<file path="config.mk">
export PLATFORM = sky130hd
export DESIGN_NAME = block_byte_merger_flat
export DESIGN_NICKNAME = d
export VERILOG_FILES = /design/src/rtl/block_byte_merger_if.sv /design/src/rtl/block_byte_merger.sv /design/src/flat_wrapper.sv
export SDC_FILE = /design/constraint.sdc
export NUM_CORES = 1
export LEC_CHECK = 0
export BUFFER_PORTS_ARGS = -buffer_cell sky130_fd_sc_hd__buf_2
export CAP_MARGIN = 20
export CORE_AREA = 2 2 430 432
export DETAILED_ROUTE_END_ITERATION = 12
export DIE_AREA = 0 0 432 434
export PLACE_DENSITY = 0.43
export SLEW_MARGIN = 20
export SYNTH_ARGS = -nofsm -noshare
export SYNTH_HDL_FRONTEND = slang
export SYNTH_SLANG_ARGS = --single-unit
</file>
<file path="constraint.sdc">
create_clock -name clk -period 2.95 [get_ports clk]
set_input_delay 0.59 -clock clk [delete_from_list [all_inputs] [get_ports clk]]
set_output_delay 0.59 -clock clk [all_outputs]
set_load 0.005 [all_outputs]
</file>
<file path="src/rtl/block_byte_merger_if.sv">
// rtl/block_byte_merger_if.sv - handshake bundle for block_byte_merger
//   load_*  : line capture request from producer (load_ready back)
//   wr_*    : byte write into held line (wr_ready back)
//   flush   : request to emit the merged line
//   out_*   : merged line, per-byte written mask, consumer out_ready
//   dirty   : OR of out_mask
interface block_byte_merger_if;
    logic         load_valid;
    logic [511:0] load_block;
    logic         load_ready;
    logic         wr_valid;
    logic [5:0]   wr_offset;
    logic [7:0]   wr_byte;
    logic         wr_ready;
    logic         flush;
    logic         out_valid;
    logic [511:0] out_block;
    logic [63:0]  out_mask;
    logic         out_ready;
    logic         dirty;

    modport master (
        output load_valid, load_block, wr_valid, wr_offset, wr_byte, flush, out_ready,
        input  load_ready, wr_ready, out_valid, out_block, out_mask, dirty
    );

    modport slave (
        input  load_valid, load_block, wr_valid, wr_offset, wr_byte, flush, out_ready,
        output load_ready, wr_ready, out_valid, out_block, out_mask, dirty
    );
endinterface

</file>
<file path="src/rtl/block_byte_merger.sv">
// rtl/block_byte_merger.sv - 64-byte line buffer with byte-granular merge and drain
//   clk     : sole clock, rising edge
//   reset_n : asynchronous active-low reset
//   bus     : block_byte_merger_if.slave (load, byte write, flush, drain handshakes)
module block_byte_merger (
    input  logic                      clk,
    input  logic                      reset_n,
    block_byte_merger_if.slave        bus
);

    typedef enum logic [1:0] {
        IDLE  = 2'd0,
        HOLD  = 2'd1,
        DRAIN = 2'd2
    } state_t;

    state_t       state;
    logic [511:0] line_q;
    logic [63:0]  mask_q;
    logic         load_ready_q;
    logic         wr_ready_q;
    logic         out_valid_q;

    // Byte k sits at bits [8k+7:8k]; offset[5:3] picks the 64-bit word and
    // offset[2:0] the byte inside it, so the low bit index is simply offset*8.
    logic [8:0]   wr_lsb;
    assign wr_lsb = {bus.wr_offset, 3'b000};

    always_ff @(posedge clk or negedge reset_n) begin
        if (!reset_n) begin
            state        <= IDLE;
            line_q       <= '0;
            mask_q       <= '0;
            load_ready_q <= 1'b1;
            wr_ready_q   <= 1'b0;
            out_valid_q  <= 1'b0;
        end else begin
            case (state)
                IDLE: begin
                    if (bus.load_valid) begin
                        line_q       <= bus.load_block;
                        mask_q       <= '0;
                        state        <= HOLD;
                        load_ready_q <= 1'b0;
                        wr_ready_q   <= 1'b1;
                    end
                end
                HOLD: begin
                    // A write coinciding with flush still lands, so the byte is
                    // already in the line when out_valid first rises.
                    if (bus.wr_valid) begin
                        line_q[wr_lsb +: 8]   <= bus.wr_byte;
                        mask_q[bus.wr_offset] <= 1'b1;
                    end
                    if (bus.flush) begin
                        state       <= DRAIN;
                        wr_ready_q  <= 1'b0;
                        out_valid_q <= 1'b1;
                    end
                end
                DRAIN: begin
                    // Line contents are kept after the transfer; only the mask
                    // is cleared so dirty drops with out_valid.
                    if (bus.out_ready) begin
                        state        <= IDLE;
                        mask_q       <= '0;
                        out_valid_q  <= 1'b0;
                        load_ready_q <= 1'b1;
                    end
                end
                default: begin
                    state        <= IDLE;
                    mask_q       <= '0;
                    load_ready_q <= 1'b1;
                    wr_ready_q   <= 1'b0;
                    out_valid_q  <= 1'b0;
                end
            endcase
        end
    end

    assign bus.load_ready = load_ready_q;
    assign bus.wr_ready   = wr_ready_q;
    assign bus.out_valid  = out_valid_q;
    assign bus.out_block  = line_q;
    assign bus.out_mask   = mask_q;
    assign bus.dirty      = |mask_q;

endmodule

</file>
<file path="src/flat_wrapper.sv">
// flat-port wrapper written by rule: the top's interface ports become plain ports
module block_byte_merger_flat 
  (clk, reset_n, bus_load_valid, bus_load_block, bus_wr_valid, bus_wr_offset, bus_wr_byte, bus_flush, bus_out_ready, bus_load_ready, bus_wr_ready, bus_out_valid, bus_out_block, bus_out_mask, bus_dirty);
  block_byte_merger_if bus_i ();
  input  logic clk;
  input  logic reset_n;
  input wire logic [$bits(bus_i.load_valid)-1:0] bus_load_valid;
  input wire logic [$bits(bus_i.load_block)-1:0] bus_load_block;
  input wire logic [$bits(bus_i.wr_valid)-1:0] bus_wr_valid;
  input wire logic [$bits(bus_i.wr_offset)-1:0] bus_wr_offset;
  input wire logic [$bits(bus_i.wr_byte)-1:0] bus_wr_byte;
  input wire logic [$bits(bus_i.flush)-1:0] bus_flush;
  input wire logic [$bits(bus_i.out_ready)-1:0] bus_out_ready;
  output wire logic [$bits(bus_i.load_ready)-1:0] bus_load_ready;
  output wire logic [$bits(bus_i.wr_ready)-1:0] bus_wr_ready;
  output wire logic [$bits(bus_i.out_valid)-1:0] bus_out_valid;
  output wire logic [$bits(bus_i.out_block)-1:0] bus_out_block;
  output wire logic [$bits(bus_i.out_mask)-1:0] bus_out_mask;
  output wire logic [$bits(bus_i.dirty)-1:0] bus_dirty;
  assign bus_i.load_valid = bus_load_valid;
  assign bus_i.load_block = bus_load_block;
  assign bus_i.wr_valid = bus_wr_valid;
  assign bus_i.wr_offset = bus_wr_offset;
  assign bus_i.wr_byte = bus_wr_byte;
  assign bus_i.flush = bus_flush;
  assign bus_i.out_ready = bus_out_ready;
  assign bus_load_ready = bus_i.load_ready;
  assign bus_wr_ready = bus_i.wr_ready;
  assign bus_out_valid = bus_i.out_valid;
  assign bus_out_block = bus_i.out_block;
  assign bus_out_mask = bus_i.out_mask;
  assign bus_dirty = bus_i.dirty;
  block_byte_merger u_core (.clk(clk), .reset_n(reset_n), .bus(bus_i));
endmodule
</file>
After elaboration in Yosys (flattened, before gate mapping):

Index checks and enable logic that the tools add are counted.

* bitwise gates (word level): 4
* reduce and logical (&&, ||, !) cells: 10
* $lt $le $gt $ge: 2
* eq/ne operators: 6
* muxes and demuxes: 23
* add/subtract/negate cells: 1
* shift-type cells: 2

Operators by type and width (count)
* two-way mux 512 bit: 2
* case mux 512 bit (2 select lines): 1
* bitwise mux 512 bit: 1
* variable shift 8 x 11 -> 512 bit (first input constant): 1
* indexed part select 8 x 11 -> 512 bit: 1
* two-way mux 64 bit: 3
* case mux 64 bit (3 select lines): 1
* OR 64 bit: 1
* OR reduction 64 bit: 1
* AND reduction 3 bit: 6
* negation 9 -> 11 bit: 1
* case mux 1 bit (3 select lines): 3
* != test 2 bit (second input constant): 4
* < comparator 6 x 7 -> 1 bit (second input constant): 1
* two-way mux 1 bit: 7
* demux 1 bit (select 6 bit): 1
* >= comparator 6 x 1 -> 1 bit (second input constant): 1
* two-way mux 2 bit: 3
* case mux 2 bit (3 select lines): 1
* NOT 1 bit: 3
* == test 2 x 1 -> 1 bit (second input constant): 1
* == test 2 bit (second input constant): 1
* zero test 2 bit: 1
* nonzero test 2 bit: 1
* logical AND 1 bit: 1

* word-level logic and storage cells: 54
* output and inout port bits: 580
* register bits after elaboration: 581
* input bits: 532

Logic depth before layout (Yosys ltp):

Gate-level depths: netlist (run 1).

* depth after elaboration: 7
* gate-level depth with buffers: 13

Worst setup path before layout (run 1):

OpenSTA, ideal clock, no wires.

* path type: in2reg
* start: input bus_wr_offset[0]
* end: register u_core.line_q[10], in the netlist u_core.bus.out_block[10]
* setup slack: -0.536 ns
* cell stages on the path: 12
* data arrival time: 3.362 ns
* data required time: 2.825 ns
* library setup time: 0.125 ns
* path through: buf_2 > clkbuf_1 > inv_1 > ha_1 > buf_2 > nor2b_1 > a2111o_1 > and2_1 > clkbuf_1 > or3_1 > a21oi_4 > mux2_2

* word-level cells in the longest chain between the ends: 5
* elaborated cells on any way between the ends: 6
* those cells by class: add/sub (1); shift (2); mux (3)

RTL lines
* start, declared: RTL line flat_wrapper.sv:10 `input wire logic [$bits(bus_i.wr_offset)-1:0] bus_wr_offset;`
* negation 9 -> 11 bit (*): RTL line block_byte_merger.sv:52 `line_q[wr_lsb +: 8] <= bus.wr_byte;`
* indexed part select 8 x 11 -> 512 bit or variable shift 8 x 11 -> 512 bit (tied branches): RTL line block_byte_merger.sv:52
* bitwise mux 512 bit (*): RTL line block_byte_merger.sv:52
* two-way mux 512 bit (*): RTL line block_byte_merger.sv:51 `if (bus.wr_valid) begin`
* case mux 512 bit (2 select lines) (*): RTL line block_byte_merger.sv:38 `case (state)`
* end signal, assigned: RTL line block_byte_merger.sv:41 `line_q <= bus.load_block;`
* end signal, assigned by index: RTL line block_byte_merger.sv:52
* end, declared: RTL line block_byte_merger.sv:18 `logic [511:0] line_q;`

Mark *: on every way between the ends. The rest lies on a longest branch, timed or not. The select of a mux whose other input is x is not followed.
A chain may end at the register's enable or synchronous reset.

Worst setup path in the final report (run 1):

* start: register u_core.mask_q[15], in the netlist u_core.bus.out_mask[15]
* end: output bus_dirty

* word-level cells in the longest chain between the ends: 1

RTL lines
* start, declared: RTL line block_byte_merger.sv:19 `logic [63:0] mask_q;`
* start signal, assigned: RTL line block_byte_merger.sv:33 `mask_q <= '0;`
* start signal, assigned: RTL line block_byte_merger.sv:42 `mask_q <= '0;`
* start signal, assigned by index: RTL line block_byte_merger.sv:53 `mask_q[bus.wr_offset] <= 1'b1;`
* OR reduction 64 bit: RTL line block_byte_merger.sv:87 `assign bus.dirty = |mask_q;`
* end, declared: RTL line flat_wrapper.sv:19 `output wire logic [$bits(bus_i.dirty)-1:0] bus_dirty;`

Every way passes these cells.

==> impl_metrics.py, run 1 <==
metrics = {
    "run_status": {
        "outcome": "complete, but fails checks",
        "violations": "negative setup slack",
    },
    "drt": {
        "ant_nets": 0,
        "dr_total_vias": 28976,
        "dr.pass1.iters": 6,
        "via_per_inst": 4.39,
        "drc": 0,
        "wirelength_mm": 195,
        "routedWlPerCell_um": 29.5,
        "drtIter0Drc": 2325,
    },
    "floorplan": {
        "core_sq_um": 182000,
        "io_pins": 1112,
        "rows": 157,
        "die-width_um": 432,
        "die_height_um": 434,
        "die_area_sq_um": 187000,
        "initial_utilization": 0.146,
    },
    "sta": {
        "finalSetupViolCount": 1,
        "max_freq_ghz": 0.334,
        "finalHoldViolations": 0,
        "skew_ns": 0.0189,
        "fin_ws_ns": -0.0402,
        "period_share": 1.01,
        "fin_setup_tns_ns": -0.0402,
        "hold-worst-slack_ns": 0.102,
        "slew_headroom": 0.454,
        "timing.final.crit_period_ns": 2.99,
        "drv_slew": 0,
        "rsz0062_at_grt": "yes",
        "tightest_slew_ns": 0.816,
    },
    "worst_hold_path": {
        "hold_path_class": "input port to flop",
    },
    "power_and_ir_drop": {
        "leakagePower_nw": 19.3,
        "pwr-share-clk": 0.230,
        "p_int_mw": 25.7,
        "swShare": 0.413,
        "p_seq_frac": 0.308,
        "power.density_nw_per_um2": 1050,
        "peakVddDrop_mv": 0.583,
        "combPwrFrac": 0.462,
        "p_sw_mw": 18.1,
        "power_mw": 43.8,
    },
    "cells_and_area": {
        "drive_gt1_frac": 0.432,
        "fillers": 20148,
        "syn_to_final_growth_pct": 56.3,
        "design_area_sq_um": 41600,
        "fin_nets": 4677,
    },
    "yosys": {
        "yosys_warnings": 0,
        "synthTopCellsByArea": "dfrtp_1, nand2_1, a22oi_1",
        "synth_edf_count": 0,
        "synth.distinct_cells": 69,
        "yosys-top-cells-count": "dfrtp_1, nand2_1, nor2_1",
        "async_flop_share": 1.00,
        "synthFlopType": "dfrtp_1",
        "synthesis.area_sq_um": 26600,
        "syn-instance-count": 2736,
        "seq_area_frac_synth": 0.546,
        "ys_seq_elements": 581,
        "synth_nets": 3272,
        "syn_avg_cell_area_sq_um": 9.74,
        "synth_top_area_frac": 0.545,
        "synth_top_cell_by_area": "dfrtp_1",
        "synth.most_common_cell": "dfrtp_1",
    },
    "global_route": {
        "antenna_found_initial": 41,
        "grt_overflow": 0,
        "grt_pass1_vias": 28909,
        "grt_pass1_wl_mm": 257,
        "grt_util_all_layers": 0.199,
        "grt_max_degree": 130,
    },
    "placed_design": {
        "pre_cts_slack_ns": -0.268,
        "gp_congestion": 0.930,
        "port_buffers": 1111,
        "dpl.hpwl_mm": 157,
        "place_area_sq_um": 38800,
    },
    "clock_network": {
        "path_clk_slew_ns": 0.06,
        "cts_sinks": 581,
        "cts_tree": "built",
        "numCtsBuffers": 77,
        "clockBufferDepth": 3,
        "clk_latency_ns": 0.70,
        "h-tree-depth": 3,
        "root_buffer": "clkbuf_16",
    },
    "critical_path": {
        "crit_fanout": 3,
        "arrival_ns": 2.40,
        "worstSetupPathType": "flop to output pin",
        "crit_path_max_incr_delay_ns": 0.60,
        "cp-start-kind": "flop",
        "cp-end-kind": "output pin",
        "slowest_stage": "or4_4",
        "crit_chain": "nor4_1 -> nand4_1 -> or4_4 -> buf_6",
        "required_ns": 2.36,
    },
    "flow_run": {
        "drv_cap": 0,
    },
}
-- area by class of cell --
cell class	count	area, sq um	share of cell area
Clock inverter	29	435	0.0105
Sequential cell	581	14500	0.349
Timing Repair Buffer	1512	9750	0.234
Antenna cell	23	57.6	0.00138
Tap cell	2385	2980	0.0717
Inverter	9	41.3	0.000992
Clock buffer	106	2190	0.0526
Multi-Input combinational cell	1960	11600	0.279
-- registers in the layout, indices dropped and copies added (netlist names) --
name	flops
u_core.bus.load_ready	1
u_core.bus.out_block	512
u_core.bus.out_mask	64
u_core.bus.out_valid	1
u_core.bus.wr_ready	1
u_core.state	2
-- per-stage QoR --
stage                     instances   util
after floorplan                2736      -
after global placement         6438  0.213
after detailed placement       6438  0.213
after CTS                      6582  0.228
after global routing           6601  0.228
final                          6605  0.228
-- cell usage in the layout, fill, tap and decap left out, types with 27 or more instances in the layout --
cell	n
buf_2	1109
nand2_1	373
nor3_1	37
nand3_1	37
a2bb2oi_1	43
clkbuf_16	80
o221a_2	32
o21ai_0	252
buf_4	306
o22ai_1	57
a21oi_1	257
a22oi_1	184
dfrtp_1	578
buf_12	92
nor2_1	275
mux2_2	64
o21a_1	27
-- cells by family after synthesis --
family,synth area share
AO/OA/AOI/OAI,0.260
AND/OR/NAND/NOR,0.133
flip-flops,0.546
buffers and inverters,0.0301
multiplexers,0.0286
XOR/XNOR,0.00132
adder cells (fa/ha/maj),0.00188
-- timing repair --
| action | 4_1_cts | 5_1_grt |
|---|---|---|
| endpoints found under the setup margin | 1 | 1 |
| hold buffers | 3 | 0 |
| pin swaps | 5 | 3 |
| endpoints found under the hold margin | 18 | 0 |
| buffers inserted | 6 | 0 |
| resized for setup | 7 | 5 |
-- final timing paths --
kind | from | to | slack, ns | cells past startpoint
hold reg to reg | u_core.bus.out_block[316] | u_core.bus.out_block[316] | 0.47 | 2
min in group asynchronous | reset_n | u_core.bus.out_block[243] | 0.47 | 2
setup reg to reg | u_core.state[0] | u_core.bus.out_block[475] | 0.46 | 9
setup / recovery | u_core.bus.out_mask[15] | bus_dirty | -0.04 | 4
max in group asynchronous | reset_n | u_core.bus.out_block[90] | 1.44 | 3
hold / removal | bus_load_block[228] | u_core.bus.out_block[228] | 0.10 | 3
-- worst max-delay path, delay by kind of cell, from the launching register on --
kind / cells / cell delay (ns)
buf+inv: 1 / 0.14
flops: 1 / 0.43
simple gates: 3 / 1.15
-- routing by layer --
metal / up-vias / part of all wire / GRT usage
li1: 12883 / - / -
met1: 14621 / 0.42 / 0.250
met2: 1205 / 0.49 / 0.334
met3: 247 / 0.069 / 0.0527
met4: 20 / 0.025 / 0.0573
met5: - / 0.00071 / 0
-- power groups by stage --
stage | clock network (mW) | registers, mW | logic (mW)
3_3_place_gp | 0 | 13.4 | 20.3
3_5_place_dp | 0 | 13.5 | 20.4
6_report | 10.1 | 13.5 | 20.3
4_1_cts | 10.4 | 13.4 | 20.5
5_1_grt | 10.6 | 13.8 | 21.9
2_1_floorplan | 0 | 13.4 | 8.34
Note: power is estimated with default switching activity, not from simulation.
==> run 2: changes to the inputs <==
Settings changed: SLEW_MARGIN 20 to not set.
Clock period 2.95 ns to 3.4 ns, I/O delays scaled along.
==> impl_metrics.py, run 2 (synthesis results as in run 1) <==
metrics = {
    "global_route": {
        "grtUsageMet2": 0.335,
        "grt_use_met3": 0.0525,
        "antenna_found_initial": 47,
        "grt_max_degree": 128,
        "grt.busiest_layer": "met2",
        "grt_pass1_vias": 28426,
        "gr-usage-met1": 0.254,
        "grt_overflow": 0,
        "grt_util_all_layers": 0.202,
        "grt_pass1_wl_mm": 259,
    },
    "drt": {
        "via_per_inst": 4.39,
        "dr.pass1.iters": 6,
        "wirelength_mm": 197,
        "dr_total_vias": 28558,
        "ant_nets": 0,
        "drtIter0Drc": 2184,
        "drc": 0,
        "routedWlPerCell_um": 30.3,
    },
    "sta": {
        "rsz0062_at_grt": "no",
        "drv_slew": 0,
        "period_share": 0.929,
        "skew_ns": 0.0317,
        "slew_headroom": 0.287,
        "max_freq_ghz": 0.316,
        "finalHoldViolations": 0,
        "finalSetupViolCount": 0,
        "tightest_slew_ns": 1.06,
        "timing.final.crit_period_ns": 3.16,
        "hold-worst-slack_ns": 0.170,
    },
    "clock_network": {
        "root_buffer": "clkbuf_16",
        "cts_tree": "built",
        "post_cts_buffers": 0,
        "h-tree-depth": 3,
        "clockBufferDepth": 3,
        "clk_latency_ns": 0.73,
        "path_clk_slew_ns": 0.05,
        "cts_sinks": 581,
        "numCtsBuffers": 79,
    },
    "cells_and_area": {
        "final_core_util": 0.219,
        "fillers": 20341,
        "final_cell_mix": "buf_2, dfrtp_1, nand2_1",
        "largest_reg_flops": 512,
        "layout_commonest_cell": "buf_2",
        "fin_nets": 4556,
        "regArea_sq_um": 14500,
        "syn_to_final_growth_pct": 50.3,
        "multiInputGateArea_sq_um": 11600,
        "drive_gt1_frac": 0.414,
        "instances_no_fill": 6504,
    },
    "floorplan": {
        "core_sq_um": 182000,
        "initial_utilization": 0.146,
        "die_height_um": 434,
        "die_area_sq_um": 187000,
        "die-width_um": 432,
        "rows": 157,
        "io_pins": 1112,
    },
    "placed_design": {
        "dpl.hpwl_mm": 159,
        "gp_congestion": 0.924,
        "dp.cells": 6323,
        "port_buffers": 1111,
    },
    "critical_path": {
        "cp-start-kind": "flop",
        "cp-end-kind": "output pin",
        "arrival_ns": 2.48,
        "crit_fanout": 3,
        "required_ns": 2.72,
        "worstSetupPathType": "flop to output pin",
    },
    "flow_run": {
        "drv_cap": 0,
    },
    "power_and_ir_drop": {
        "leakagePower_nw": 18.5,
        "p_sw_mw": 15.7,
        "p_seq_frac": 0.313,
        "pwr-share-clk": 0.234,
        "power.density_nw_per_um2": 929,
        "peakVddDrop_mv": 0.491,
        "swShare": 0.422,
        "power_mw": 37.2,
        "p_int_mw": 21.5,
        "combPwrFrac": 0.452,
    },
    "run_status": {
        "outcome": "finished clean",
    },
    "worst_hold_path": {
        "hold_path_class": "input port to flop",
    },
}
==> run 2: power by group through the flow <==
stage          registers [mW]  logic, mW  clock network, mW
3_5_place_dp             11.7       17.1                  0
3_3_place_gp             11.7       17.0                  0
6_report                 11.7       16.8               8.72
2_1_floorplan            11.7       7.22                  0
5_1_grt                  12.0       18.3               9.16
4_1_cts                  11.6       17.1               8.92
==> run 2: timing repair <==
| item | CTS | global route |
|---|---|---|
| resized for setup | 1 | 0 |
| hold buffers | 1 | 0 |
| hold endpoints to repair | 2 | 0 |
| setup endpoints to repair | 1 | 0 |
==> run 2: critical path: stages (launching register included) <==
cell and delay, ns:
dfrtp_1 0.46, nor4_1 0.32, nand4_1 0.21, or4_1 0.62, buf_2 0.17
==> run 2: worst paths after layout <==
path                                      startpoint                        end  slack, ns  cells past startpoint
setup / recovery             u_core.bus.out_mask[49]                  bus_dirty       0.24                      4
hold / removal                   bus_load_block[224]  u_core.bus.out_block[224]       0.17                      3
setup reg to reg                     u_core.state[0]  u_core.bus.out_block[119]       0.58                      5
hold reg to reg            u_core.bus.out_block[171]  u_core.bus.out_block[171]       0.47                      2
max in group asynchronous                    reset_n  u_core.bus.out_block[418]       1.69                      3
min in group asynchronous                    reset_n  u_core.bus.out_block[311]       0.63                      2
==> run 2: per-stage QoR <==
stage | setup WS [ns] | area [sq um] | TNS, ns
floorplan | 0.0352 | 26600 | 0
global placement | -0.355 | 37300 | -4.51
global route | 0.0515 | 40000 | 0
CTS | 0.0709 | 40000 | 0
detailed placement | -0.0182 | 37300 | -0.0919
finish | 0.240 | 40000 | 0
==> run 2: area by class of cell <==
type,count,area share
Clock buffer,116,0.0576
Timing Repair Buffer,1389,0.204
Sequential cell,581,0.363
Antenna cell,38,0.00237
Multi-Input combinational cell,1960,0.289
Inverter,9,0.000844
Tap cell,2385,0.0745
Clock inverter,26,0.00850
==> run 2: per-layer routing <==
metal	vias to the layer above	share of wire
met5	-	0.00036
met3	244	0.069
met4	10	0.031
met2	1164	0.48
met1	14474	0.42
li1	12666	-
==> run 3: changes to the inputs <==
==> constraint.sdc (replaced) <==
create_clock -name clk -period 3.4 [get_ports clk]
set_input_delay 0.17 -clock clk [delete_from_list [all_inputs] [get_ports clk]]
set_output_delay 0.17 -clock clk [all_outputs]
set_load 0.005 [all_outputs]
==> impl_metrics.py, run 3 (synthesis results as in run 1) <==
metrics = {
    "run_status": {
        "outcome": "finished clean",
    },
    "drt": {
        "dr.pass1.iters": 6,
        "dr_total_vias": 30450,
        "ant_nets": 0,
        "via_per_inst": 4.40,
        "drc": 0,
        "wirelength_mm": 200,
        "drtIter0Drc": 2384,
        "routedWlPerCell_um": 28.9,
    },
    "critical_path": {
        "path_buf_inv": 4,
        "slowest_stage": "o21ai_0",
        "cp-start-kind": "input port",
        "reg2reg_from": "u_core.state[0]",
        "crit_chain": "dlygate4sd3_1 -> buf_2 -> nor3_2 -> a21oi_2 -> o21ai_0 -> buf_4 -> nor2_1 -> buf_4 -> o21ai_1 -> o2bb2ai_1",
        "cp_top_family": "compound AO/OA/AOI/OAI gates",
        "reg2reg_depth": 8,
        "crit_fanout": 9,
        "required_ns": 4.02,
        "regToRegSetupSlack_ns": 0.40,
        "crit_path_max_incr_delay_ns": 0.83,
        "reg2reg_to": "u_core.bus.out_block[214]",
        "arrival_ns": 3.96,
        "cp_common_cell": "buf_4",
        "cp-end-kind": "flop",
        "worstSetupPathType": "input port to flop",
    },
    "sta": {
        "hold-worst-slack_ns": 0.0883,
        "max_freq_ghz": 0.299,
        "finalHoldViolations": 0,
        "tightest_slew_ns": 1.04,
        "skew_ns": 0.0368,
        "finalSetupViolCount": 0,
        "period_share": 0.982,
        "slew_headroom": 0.305,
        "drv_slew": 0,
        "timing.final.crit_period_ns": 3.34,
    },
    "clock_network": {
        "cts_sinks": 581,
        "h-tree-depth": 3,
        "clockBufferDepth": 3,
        "clk_latency_ns": 0.72,
        "cts_tree": "built",
        "path_clk_slew_ns": 0.06,
        "root_buffer": "clkbuf_16",
        "numCtsBuffers": 78,
    },
    "global_route": {
        "grt_pass1_wl_mm": 267,
        "antenna_found_initial": 26,
        "grt_overflow": 0,
        "grt_util_all_layers": 0.205,
        "grt_max_degree": 157,
        "grt_pass1_vias": 31147,
    },
    "placed_design": {
        "dpl.hpwl_mm": 158,
        "place_area_sq_um": 36300,
        "gp_congestion": 0.911,
        "port_buffers": 1111,
        "dp.cells": 6242,
    },
    "floorplan": {
        "rows": 157,
        "initial_utilization": 0.146,
        "io_pins": 1112,
        "die-width_um": 432,
        "core_sq_um": 182000,
        "die_height_um": 434,
        "die_area_sq_um": 187000,
    },
    "cells_and_area": {
        "syn_to_final_growth_pct": 65.9,
        "instances_no_fill": 6918,
        "final_core_util": 0.242,
        "final_cell_mix": "buf_2, dfrtp_1, dlygate4sd3_1",
        "fin_nets": 4994,
        "largest_reg_flops": 512,
        "fillers": 20005,
        "drive_gt1_frac": 0.356,
        "design_area_sq_um": 44200,
        "layout_commonest_cell": "buf_2",
    },
    "flow_run": {
        "drv_cap": 0,
    },
    "worst_hold_path": {
        "hold_path_class": "input port to asynchronous set/reset pin",
    },
    "power_and_ir_drop": {
        "peakVddDrop_mv": 0.418,
        "power.density_nw_per_um2": 845,
        "leakagePower_nw": 20.1,
    },
}
[run 3: cell types whose count changed in the layout (fill, tap and decap cells not counted), sizes merged, moves of 2 or more]
cell / before / now
clkinv: 13 / 19
dlygate4sd3: 1 / 521
diode: 38 / 15
buf: 1388 / 1307
clkbuf: 116 / 112
clkinvlp: 4 / 2
[run 3: cell type report]
type / instances / area, sq um / area share
repair buffers: 1828 / 12400 / 0.281
flip-flops and latches: 581 / 14500 / 0.329
clock buffers: 112 / 2310 / 0.0523
clock inverters: 28 / 302 / 0.00682
well taps: 2385 / 2980 / 0.0675
multi-input cells: 1960 / 11600 / 0.261
diodes: 15 / 37.5 / 0.000849
inverters: 9 / 33.8 / 0.000764
[run 3: metal layers]
metal  routed length, um  track usage  vias up
met5                 209      0.00651        -
met4                5590       0.0593        8
met3               14300       0.0551      286
met2               96600        0.342     1308
met1               83300        0.258    15339
li1                    -            -    13509
[run 3: where the power goes]
| group | switching (mW) | total [mW] | internal, mW |
|---|---|---|---|
| Sequential | 1.81 | 11.7 | 9.88 |
| Clock | 3.61 | 8.65 | 5.04 |
| Combinational | 10.5 | 17.0 | 6.52 |
| Total | 15.9 | 37.3 | 21.4 |
[run 3: worst max path at each step]
stage                           from                        end  depth (start not counted)
finish              bus_wr_offset[1]  u_core.bus.out_block[493]                         10
global route        bus_wr_offset[1]  u_core.bus.out_block[329]                         12
CTS                 bus_wr_offset[1]  u_core.bus.out_block[507]                         11
detailed placement  bus_wr_offset[1]  u_core.bus.out_block[507]                         10
global placement    bus_wr_offset[1]  u_core.bus.out_block[508]                         10
floorplan           bus_wr_offset[0]   u_core.bus.out_block[10]                         12
[run 3: stage by stage]
step                total power [mW]  setup WS, ns   TNS [ns]
finish                          37.3        0.0609          0
floorplan                       18.9         0.334          0
CTS                             37.7        0.0921          0
global placement                28.1        -0.127      -2.31
detailed placement              28.3        -0.139      -2.54
global route                    39.5     -0.000194  -0.000194
[run 3: timing repair]
| action | in CTS | in global routing |
|---|---|---|
| hold buffers | 521 | 0 |
| buffers inserted | 0 | 0 |
| endpoints found under the setup margin | 0 | 26 |
| gates resized for setup | 0 | 5 |
| hold endpoints to repair | 589 | 0 |
